**src/rtl/float_mult_pipe.sv**
```systemverilog
// Three-stage pipelined floating-point multiplier with round-to-nearest-even,
// IEEE-style special-value handling, status flags and a valid/ready stream interface.
module float_mult_pipe #(
  parameter int unsigned EXP_W = 5,
  parameter int unsigned MAN_W = 10
) (
  input  logic                         clk,
  input  logic                         rst_n,
  input  logic                         in_valid,
  output logic                         in_ready,
  input  logic [1+EXP_W+MAN_W-1:0]     float_a,
  input  logic [1+EXP_W+MAN_W-1:0]     float_b,
  output logic                         out_valid,
  input  logic                         out_ready,
  output logic [1+EXP_W+MAN_W-1:0]     product,
  output logic                         flag_overflow,
  output logic                         flag_underflow,
  output logic                         flag_invalid,
  output logic                         flag_inexact
);

  localparam int unsigned W    = 1 + EXP_W + MAN_W;
  localparam int unsigned EW   = EXP_W + 2;
  localparam int unsigned PW   = 2 * MAN_W + 2;
  localparam int unsigned BIAS = (1 << (EXP_W - 1)) - 1;
  localparam int unsigned EMAX = (1 << EXP_W) - 1;

  typedef enum logic [1:0] {CLS_NORM, CLS_NAN, CLS_INF, CLS_ZERO} cls_t;

  logic en;

  // stage 1 registers
  logic                 s1_valid;
  logic                 s1_sign;
  cls_t                 s1_cls;
  logic signed [EW-1:0] s1_exp;
  logic [MAN_W:0]       s1_ma;
  logic [MAN_W:0]       s1_mb;

  // stage 2 registers
  logic                 s2_valid;
  logic                 s2_sign;
  cls_t                 s2_cls;
  logic signed [EW-1:0] s2_exp;
  logic [MAN_W-1:0]     s2_frac;
  logic                 s2_guard;
  logic                 s2_sticky;

  // combinational per-stage results
  logic [EXP_W-1:0]     ea_c;
  logic [EXP_W-1:0]     eb_c;
  logic                 zero_a_c, zero_b_c, inf_a_c, inf_b_c, nan_a_c, nan_b_c;
  cls_t                 cls_c;
  logic signed [EW-1:0] e1_c;
  logic [PW-1:0]        prod_c;
  logic [PW-2:0]        norm_c;
  logic signed [EW-1:0] e2_c;
  logic                 round_up_c;
  logic [MAN_W:0]       rnd_c;
  logic signed [EW-1:0] e3_c;
  logic [W-1:0]         p3_c;
  logic                 ovf_c, unf_c, inv_c, inx_c;

  assign en       = !out_valid || out_ready;
  assign in_ready = en;

  // Stage 1: classify operands and form the biased exponent sum
  always_comb begin
    ea_c     = float_a[W-2 -: EXP_W];
    eb_c     = float_b[W-2 -: EXP_W];
    zero_a_c = (ea_c == '0);
    zero_b_c = (eb_c == '0);
    inf_a_c  = (ea_c == EXP_W'(EMAX)) && (float_a[MAN_W-1:0] == '0);
    inf_b_c  = (eb_c == EXP_W'(EMAX)) && (float_b[MAN_W-1:0] == '0);
    nan_a_c  = (ea_c == EXP_W'(EMAX)) && (float_a[MAN_W-1:0] != '0);
    nan_b_c  = (eb_c == EXP_W'(EMAX)) && (float_b[MAN_W-1:0] != '0);
    cls_c    = CLS_NORM;
    if (nan_a_c || nan_b_c || (inf_a_c && zero_b_c) || (inf_b_c && zero_a_c))
      cls_c = CLS_NAN;
    else if (inf_a_c || inf_b_c)
      cls_c = CLS_INF;
    else if (zero_a_c || zero_b_c)
      cls_c = CLS_ZERO;
    e1_c = $signed(EW'(ea_c) + EW'(eb_c) - EW'(BIAS));
  end

  // Stage 2: full mantissa product, normalise to 1.x, extract guard/sticky
  always_comb begin
    prod_c = PW'(s1_ma) * PW'(s1_mb);
    norm_c = prod_c[PW-1] ? prod_c[PW-2:0] : {prod_c[PW-3:0], 1'b0};
    e2_c   = s1_exp + $signed(EW'(prod_c[PW-1]));
  end

  // Stage 3: round to nearest even, range check, special-case override
  always_comb begin
    round_up_c = s2_guard && (s2_sticky || s2_frac[0]);
    rnd_c      = {1'b0, s2_frac} + (MAN_W+1)'(round_up_c);
    e3_c       = s2_exp + $signed(EW'(rnd_c[MAN_W]));
    p3_c       = {s2_sign, e3_c[EXP_W-1:0], rnd_c[MAN_W-1:0]};
    ovf_c      = 1'b0;
    unf_c      = 1'b0;
    inv_c      = 1'b0;
    inx_c      = s2_guard || s2_sticky;
    case (s2_cls)
      CLS_NAN: begin
        p3_c  = {1'b0, {EXP_W{1'b1}}, 1'b1, (MAN_W-1)'(0)};
        inv_c = 1'b1;
        inx_c = 1'b0;
      end
      CLS_INF: begin
        p3_c  = {s2_sign, {EXP_W{1'b1}}, MAN_W'(0)};
        inx_c = 1'b0;
      end
      CLS_ZERO: begin
        p3_c  = {s2_sign, (EXP_W+MAN_W)'(0)};
        inx_c = 1'b0;
      end
      default: begin
        if (e3_c >= $signed(EW'(EMAX))) begin
          p3_c  = {s2_sign, {EXP_W{1'b1}}, MAN_W'(0)};
          ovf_c = 1'b1;
          inx_c = 1'b1;
        end else if (e3_c <= $signed(EW'(0))) begin
          p3_c  = {s2_sign, (EXP_W+MAN_W)'(0)};
          unf_c = 1'b1;
          inx_c = 1'b1;
        end
      end
    endcase
  end

  // Pipeline registers; every stage advances together on en
  always_ff @(posedge clk) begin
    if (!rst_n) begin
      s1_valid       <= 1'b0;
      s1_sign        <= 1'b0;
      s1_cls         <= CLS_NORM;
      s1_exp         <= '0;
      s1_ma          <= '0;
      s1_mb          <= '0;
      s2_valid       <= 1'b0;
      s2_sign        <= 1'b0;
      s2_cls         <= CLS_NORM;
      s2_exp         <= '0;
      s2_frac        <= '0;
      s2_guard       <= 1'b0;
      s2_sticky      <= 1'b0;
      out_valid      <= 1'b0;
      product        <= '0;
      flag_overflow  <= 1'b0;
      flag_underflow <= 1'b0;
      flag_invalid   <= 1'b0;
      flag_inexact   <= 1'b0;
    end else if (en) begin
      s1_valid       <= in_valid;
      s1_sign        <= float_a[W-1] ^ float_b[W-1];
      s1_cls         <= cls_c;
      s1_exp         <= e1_c;
      s1_ma          <= {1'b1, float_a[MAN_W-1:0]};
      s1_mb          <= {1'b1, float_b[MAN_W-1:0]};
      s2_valid       <= s1_valid;
      s2_sign        <= s1_sign;
      s2_cls         <= s1_cls;
      s2_exp         <= e2_c;
      s2_frac        <= norm_c[PW-2 -: MAN_W];
      s2_guard       <= norm_c[MAN_W];
      s2_sticky      <= |norm_c[MAN_W-1:0];
      out_valid      <= s2_valid;
      product        <= s2_valid ? p3_c : '0;
      flag_overflow  <= s2_valid && ovf_c;
      flag_underflow <= s2_valid && unf_c;
      flag_invalid   <= s2_valid && inv_c;
      flag_inexact   <= s2_valid && inx_c;
    end
  end

endmodule

```
**config.mk**
```make
export PLATFORM = sky130hd
export DESIGN_NAME = float_mult_pipe
export DESIGN_NICKNAME = d
export VERILOG_FILES = /design/src/rtl/float_mult_pipe.sv
export SDC_FILE = /design/constraint.sdc
export NUM_CORES = 1
export LEC_CHECK = 0
export BUFFER_PORTS_ARGS = -buffer_cell sky130_fd_sc_hd__buf_4
export CAP_MARGIN = 20
export CORE_MARGIN = 2
export CORE_UTILIZATION = 32
export CTS_CLUSTER_DIAMETER = 150
export DETAILED_ROUTE_END_ITERATION = 10
export PLACE_DENSITY = 0.48
export SLEW_MARGIN = 30
export SYNTH_ARGS = -nofsm -noshare
export SYNTH_HDL_FRONTEND = slang
export SYNTH_SLANG_ARGS = --single-unit
```
**constraint.sdc**
```tcl
create_clock -name clk -period 15.1 [get_ports clk]
set_input_delay 0.755 -clock clk [delete_from_list [all_inputs] [get_ports clk]]
set_output_delay 0.755 -clock clk [all_outputs]
set_load 0.05 [all_outputs]
```
# Yosys cells after proc, flatten, opt, wreduce, memory -nomap -nowiden
# Cells that the tools add are included.
# classes
n_addsub	5
multipliers	1
order_cmp	2
eq_ne	5
n_mux	17
bitwise_logic	1
n_reduce_logical	28
# ops
cell	n
16-bit case mux with 3 select lines	1
15-bit 2-to-1 mux	2
11-bit by 11-bit multiplier with 22-bit output	1
21-bit 2-to-1 mux	1
10-bit logical NOT	2
10-bit nonzero test	2
16-bit 2-to-1 mux	1
7-bit by 2-bit adder with 7-bit output	2
10-bit by 1-bit adder with 11-bit output	1
1-bit logical AND	11
5-bit equality test, second input constant	2
5-bit logical NOT	2
10-bit OR reduction	1
1-bit 2-to-1 mux	9
1-bit logical OR	8
7-bit by 6-bit greater-or-equal comparator with 1-bit output, second input constant	1
7-bit by 1-bit <= comparator with 1-bit output, second input constant	1
6-bit by 4-bit subtractor with 7-bit output, second input constant	1
5-bit by 5-bit adder with 6-bit output	1
2-bit 2-to-1 mux	3
2-bit equality test, second input constant	2
3-bit OR reduction	1
2-bit by 1-bit equality test with 1-bit output, second input constant	1
1-bit logical NOT	1
1-bit XOR	1
# word_totals
regBits	77
in_bits	36
out_inout_bits	22

# Longest topological paths before layout
# depth
word_depth	9
depth_mapped	26

# Worst setup path before layout
# OpenSTA, ideal clock, no wires.
# synth_path
kind	reg-to-reg
startpoint	register s1_ma[10]
endpoint	register s2_exp[6]
setup_time_ns	0.086
t_arrival_ns	5.884
t_required_ns	15.014
path_slack_ns	9.131
stages_incl_launch_ff	24
period_less_slack_ns	5.969
path_cell_list	dfxtp_1 clkbuf_1 nand2_1 fa_1 fa_1 inv_1 fa_1 fa_1 inv_1 fa_1 inv_1 ha_1 o21ai_1 a211o_1 a31o_1 a21oi_2 mux2i_1 buf_2 ha_1 ha_1 nand3_1 nor2_1 xnor2_1 a211oi_1
# synth_via
elab_chain_cells	2
# synth_lines
item	line	text
from (decl)	37	logic [MAN_W:0] s1_ma;
from (signal assigned)	159	s1_ma <= {1'b1, float_a[MAN_W-1:0]};
11-bit by 11-bit multiplier with 22-bit output	89	prod_c = PW'(s1_ma) * PW'(s1_mb);
7-bit by 2-bit adder with 7-bit output	91	e2_c = s1_exp + $signed(EW'(prod_c[PW-1]));
to (signal assigned)	144	s2_exp <= '0;
to (signal assigned)	164	s2_exp <= e2_c;
to (decl)	44	logic signed [EW-1:0] s2_exp;
# No other way between the ends.
# A chain may end at the register's enable or synchronous reset.

# Worst setup path in the final report
# Same ends and word-level chain as after synthesis.

==> run_results.csv <==
group,metric,value,unit
worst_hold_path,hold_path_class,"flop to flop",
route,remaining_drc_errors,0,
route,viasPerCell,4.82,
flow_run,cap_violations,0,
setup_path,worstPathArrival,6.70,ns
sta,maxSlewViolCount,0,
floorplan,die_w,160,um
clock_network,htreeDepth,3,
synth,yosysMostFrequentCell,"nand2_1",
layout,final_nets,1179,
route,via_count,6293,
route,drt-wirelength-per-cell,13.9,um
sta,hold_viol,0,
place,portBuffers,57,
pwr,p_leak,4.09,nW
synth,syn_inst,956,
place,hpwl,14200,um
grt,grt_pass1_vias,6545,
floorplan,ioPinCount,58,
grt,grtUsageTotal,15.6,%
layout,post-route-util,36.9,%
pwr,ir_drop,0.0000431,V
place,place_congestion,0.794,
sta,totalNegativeSetupSlack,0,ns
route,initialDrtViolationCount,247,
sta,fmax,0.155,GHz
floorplan,row_count,56,
grt,gr-total-overflow,0,
route,routed_wl,18200,um
synth,synth_common_cells,"nand2_1, inv_1, fa_1",
grt,antenna_found_initial,0,
clock_network,root_buffer,"clkbuf_16",
worst_hold_path,whs_path_depth,2,
sta,tightest_slew,0.716,ns
layout,synthToLayoutAreaGrowth,12.5,%
run_status,status,"complete, no violations",
clock_network,clock_sinks,76,
synth,synth_ff_type,"dfxtp_1",
sta,fin_crit_sh,42.6,%
synth,synthTopCellsByArea,"fa_1, dfxtp_1, ha_1",
floorplan,core_region_area,0.0236,mm^2
setup_path,worst_r2r_endpoint,"s2_exp[6]",
setup_path,rr_startpoint,"s1_ma[10]",
clock_network,cts_made_buffers,9,
place,place_area,0.00844,mm^2
sta,period_needed,6.43,ns
layout,final-instance-count-excl-fill,1306,
clock_network,cts_tree,"yes",
setup_path,crit_end,"s2_exp[6]",
layout,fill_cells,2517,
grt,grt_max_degree,64,
synth,synth_nets,1153,
setup_path,cp-startpoint,"s1_ma[10]",
layout,n_antenna_cell,0,
clock_network,cts-hold-fix-buffers,0,
clock_network,cts_setup_buffers,0,
sta,rsz0062_at_grt,"false",
synth,synth.cell_area,0.00775,mm^2
clock_network,clk_latency,0.35,ns
clock_network,clkTransAtPathRegs,0.07,ns
floorplan,die_y,160,um
grt,grt_pass1_wl,32600,um
clock_network,clk_path_buf_depth,2,
sta,clock_skew,0.0131,ns
setup_path,reg2reg_depth,22,
sta,relSlewSlack,52.2,%
synth,synth_top_area_share,20.9,%
synth,yosys.area.top_type,"fa_1",
place,dp_cells,1290,
layout,fin_area,0.00872,mm^2
synth,synth_cell_types,55,
synth,yosys_warnings,0,
setup_path,r2r_slack,8.67,ns
synth,ys_seq_elements,76,
setup_path,end_kind,"flop",
sta,finalSetupViolCount,0,
pwr,power-per-cell-area,78.0,mW/mm^2
synth,yosysSeqAreaShare,19.6,%
floorplan,initial_core_util,32.8,%
layout,layout-drive-gt1-share,8.51,%
synth,async_reset_ff_share,0,%
setup_path,critPathMaxFanout,22,
synth,avgSynthCellArea,8.11,um^2
route,dr.pass1.iters,4,
setup_path,cp-start-kind,"flop",
sta,whs,0.452,ns
setup_path,worstPathRequired,15.36,ns
clock_network,cts_resized,0,
route,detail-route-antenna-nets,0,
floorplan,die_area,0.0255,mm^2
synth,synth_edf_count,0,
setup_path,crit_type,"flop to flop",
-- per-stage QoR --
step	setup WS [ns]	total power (W)
after floorplan	9.13	0.000412
after global placement	8.75	0.000476
after detailed placement	8.65	0.000475
after CTS	8.64	0.000695
after global routing	8.18	0.000741
final	8.67	0.000681
-- cell families (layout without fill, tap and decap cells) --
| group | count (synthesis) | count (layout) | share of synthesized area (%) |
|---|---|---|---|
| AND/OR/NAND/NOR | 345 | 345 | 20.6 |
| multiplexers | 6 | 6 | 0.775 |
| AO/OA/AOI/OAI | 160 | 160 | 12.6 |
| flip-flops | 76 | 76 | 19.6 |
| buffers and inverters | 172 | 203 | 8.47 |
| XOR/XNOR | 36 | 36 | 4.07 |
| adder cells (fa/ha/maj) | 161 | 161 | 33.8 |
-- layer usage --
metal | global-route usage, % | vias up | wire length (um)
li1 | - | 3149 | -
met2 | 27.0 | 83 | 8690
met1 | 20.6 | 3050 | 8790
met3 | 2.00 | 11 | 481
met5 | 0 | - | 0
met4 | 3.68 | 0 | 207
-- state kept, by name (all words and copies together) (netlist names), 2 cells and up --
signal	cells
s1_exp	7
product	16
s1_cls	2
s1_mb	10
s2_cls	2
s2_frac	10
s2_exp	7
s1_ma	11
-- worst min-delay path by stage --
stage / start / endpoint
final: product[2] / product[2]
after global routing: s1_sign / s2_sign
after CTS: product[2] / product[2]
after detailed placement: s2_sign / s2_sign
after global placement: product[2] / product[2]
after floorplan: s2_sign / s2_sign
-- where the power goes --
part           switching [W]  leakage [nW]  internal [W]  total, W
Sequential         0.0000268         0.625      0.000218  0.000245
Clock              0.0000993         0.140      0.000116  0.000215
Combinational       0.000128          3.32     0.0000930  0.000221
Total               0.000254          4.09      0.000427  0.000681
-- layout by cell type, fill, tap and decap left out, drive strengths merged, types with 5 or more instances in the layout --
cell type  synthesis  final
a211oi            13     13
and3               6      6
xor2              19     19
buf                6     62
inv              124    130
nand4              6      6
nor2              50     50
dfxtp             76     76
xnor2             17     17
nand3             28     28
nor4               5      5
o211ai             7      7
nor3               5      5
nand2            160    160
a21oi             67     67
and2              70     70
fa                81     81
clkbuf            41      9
a21o               5      5
mux2i              6      6
ha                80     80
o21ai             36     36
-- critical path, cell delays in order (launching register included) --
cell and delay (ns):
dfxtp_1 0.78, nand2_1 0.17, fa_1 0.54, fa_1 0.54
inv_1 0.05, fa_1 0.50, fa_1 0.54, inv_1 0.05
fa_1 0.53, inv_1 0.04, ha_1 0.40, o21ai_1 0.12
a211o_1 0.29, a31o_1 0.23, a21oi_2 0.19, mux2i_1 0.20
buf_4 0.25, ha_1 0.19, ha_1 0.18, nand3_1 0.11
nor2_1 0.15, xnor2_1 0.07, a211oi_1 0.21
-- layout make-up --
class                           count  area [um^2]  area share [%]
Inverter                          125          469            5.38
Clock inverter                      7         62.6           0.717
Clock buffer                        9          225            2.58
Sequential cell                    76         1520            17.4
Tap cell                          319          399            4.57
Multi-Input combinational cell    708         5580            64.0
Timing Repair Buffer               62          465            5.33
No activity file was read; power rests on OpenSTA's default activity.
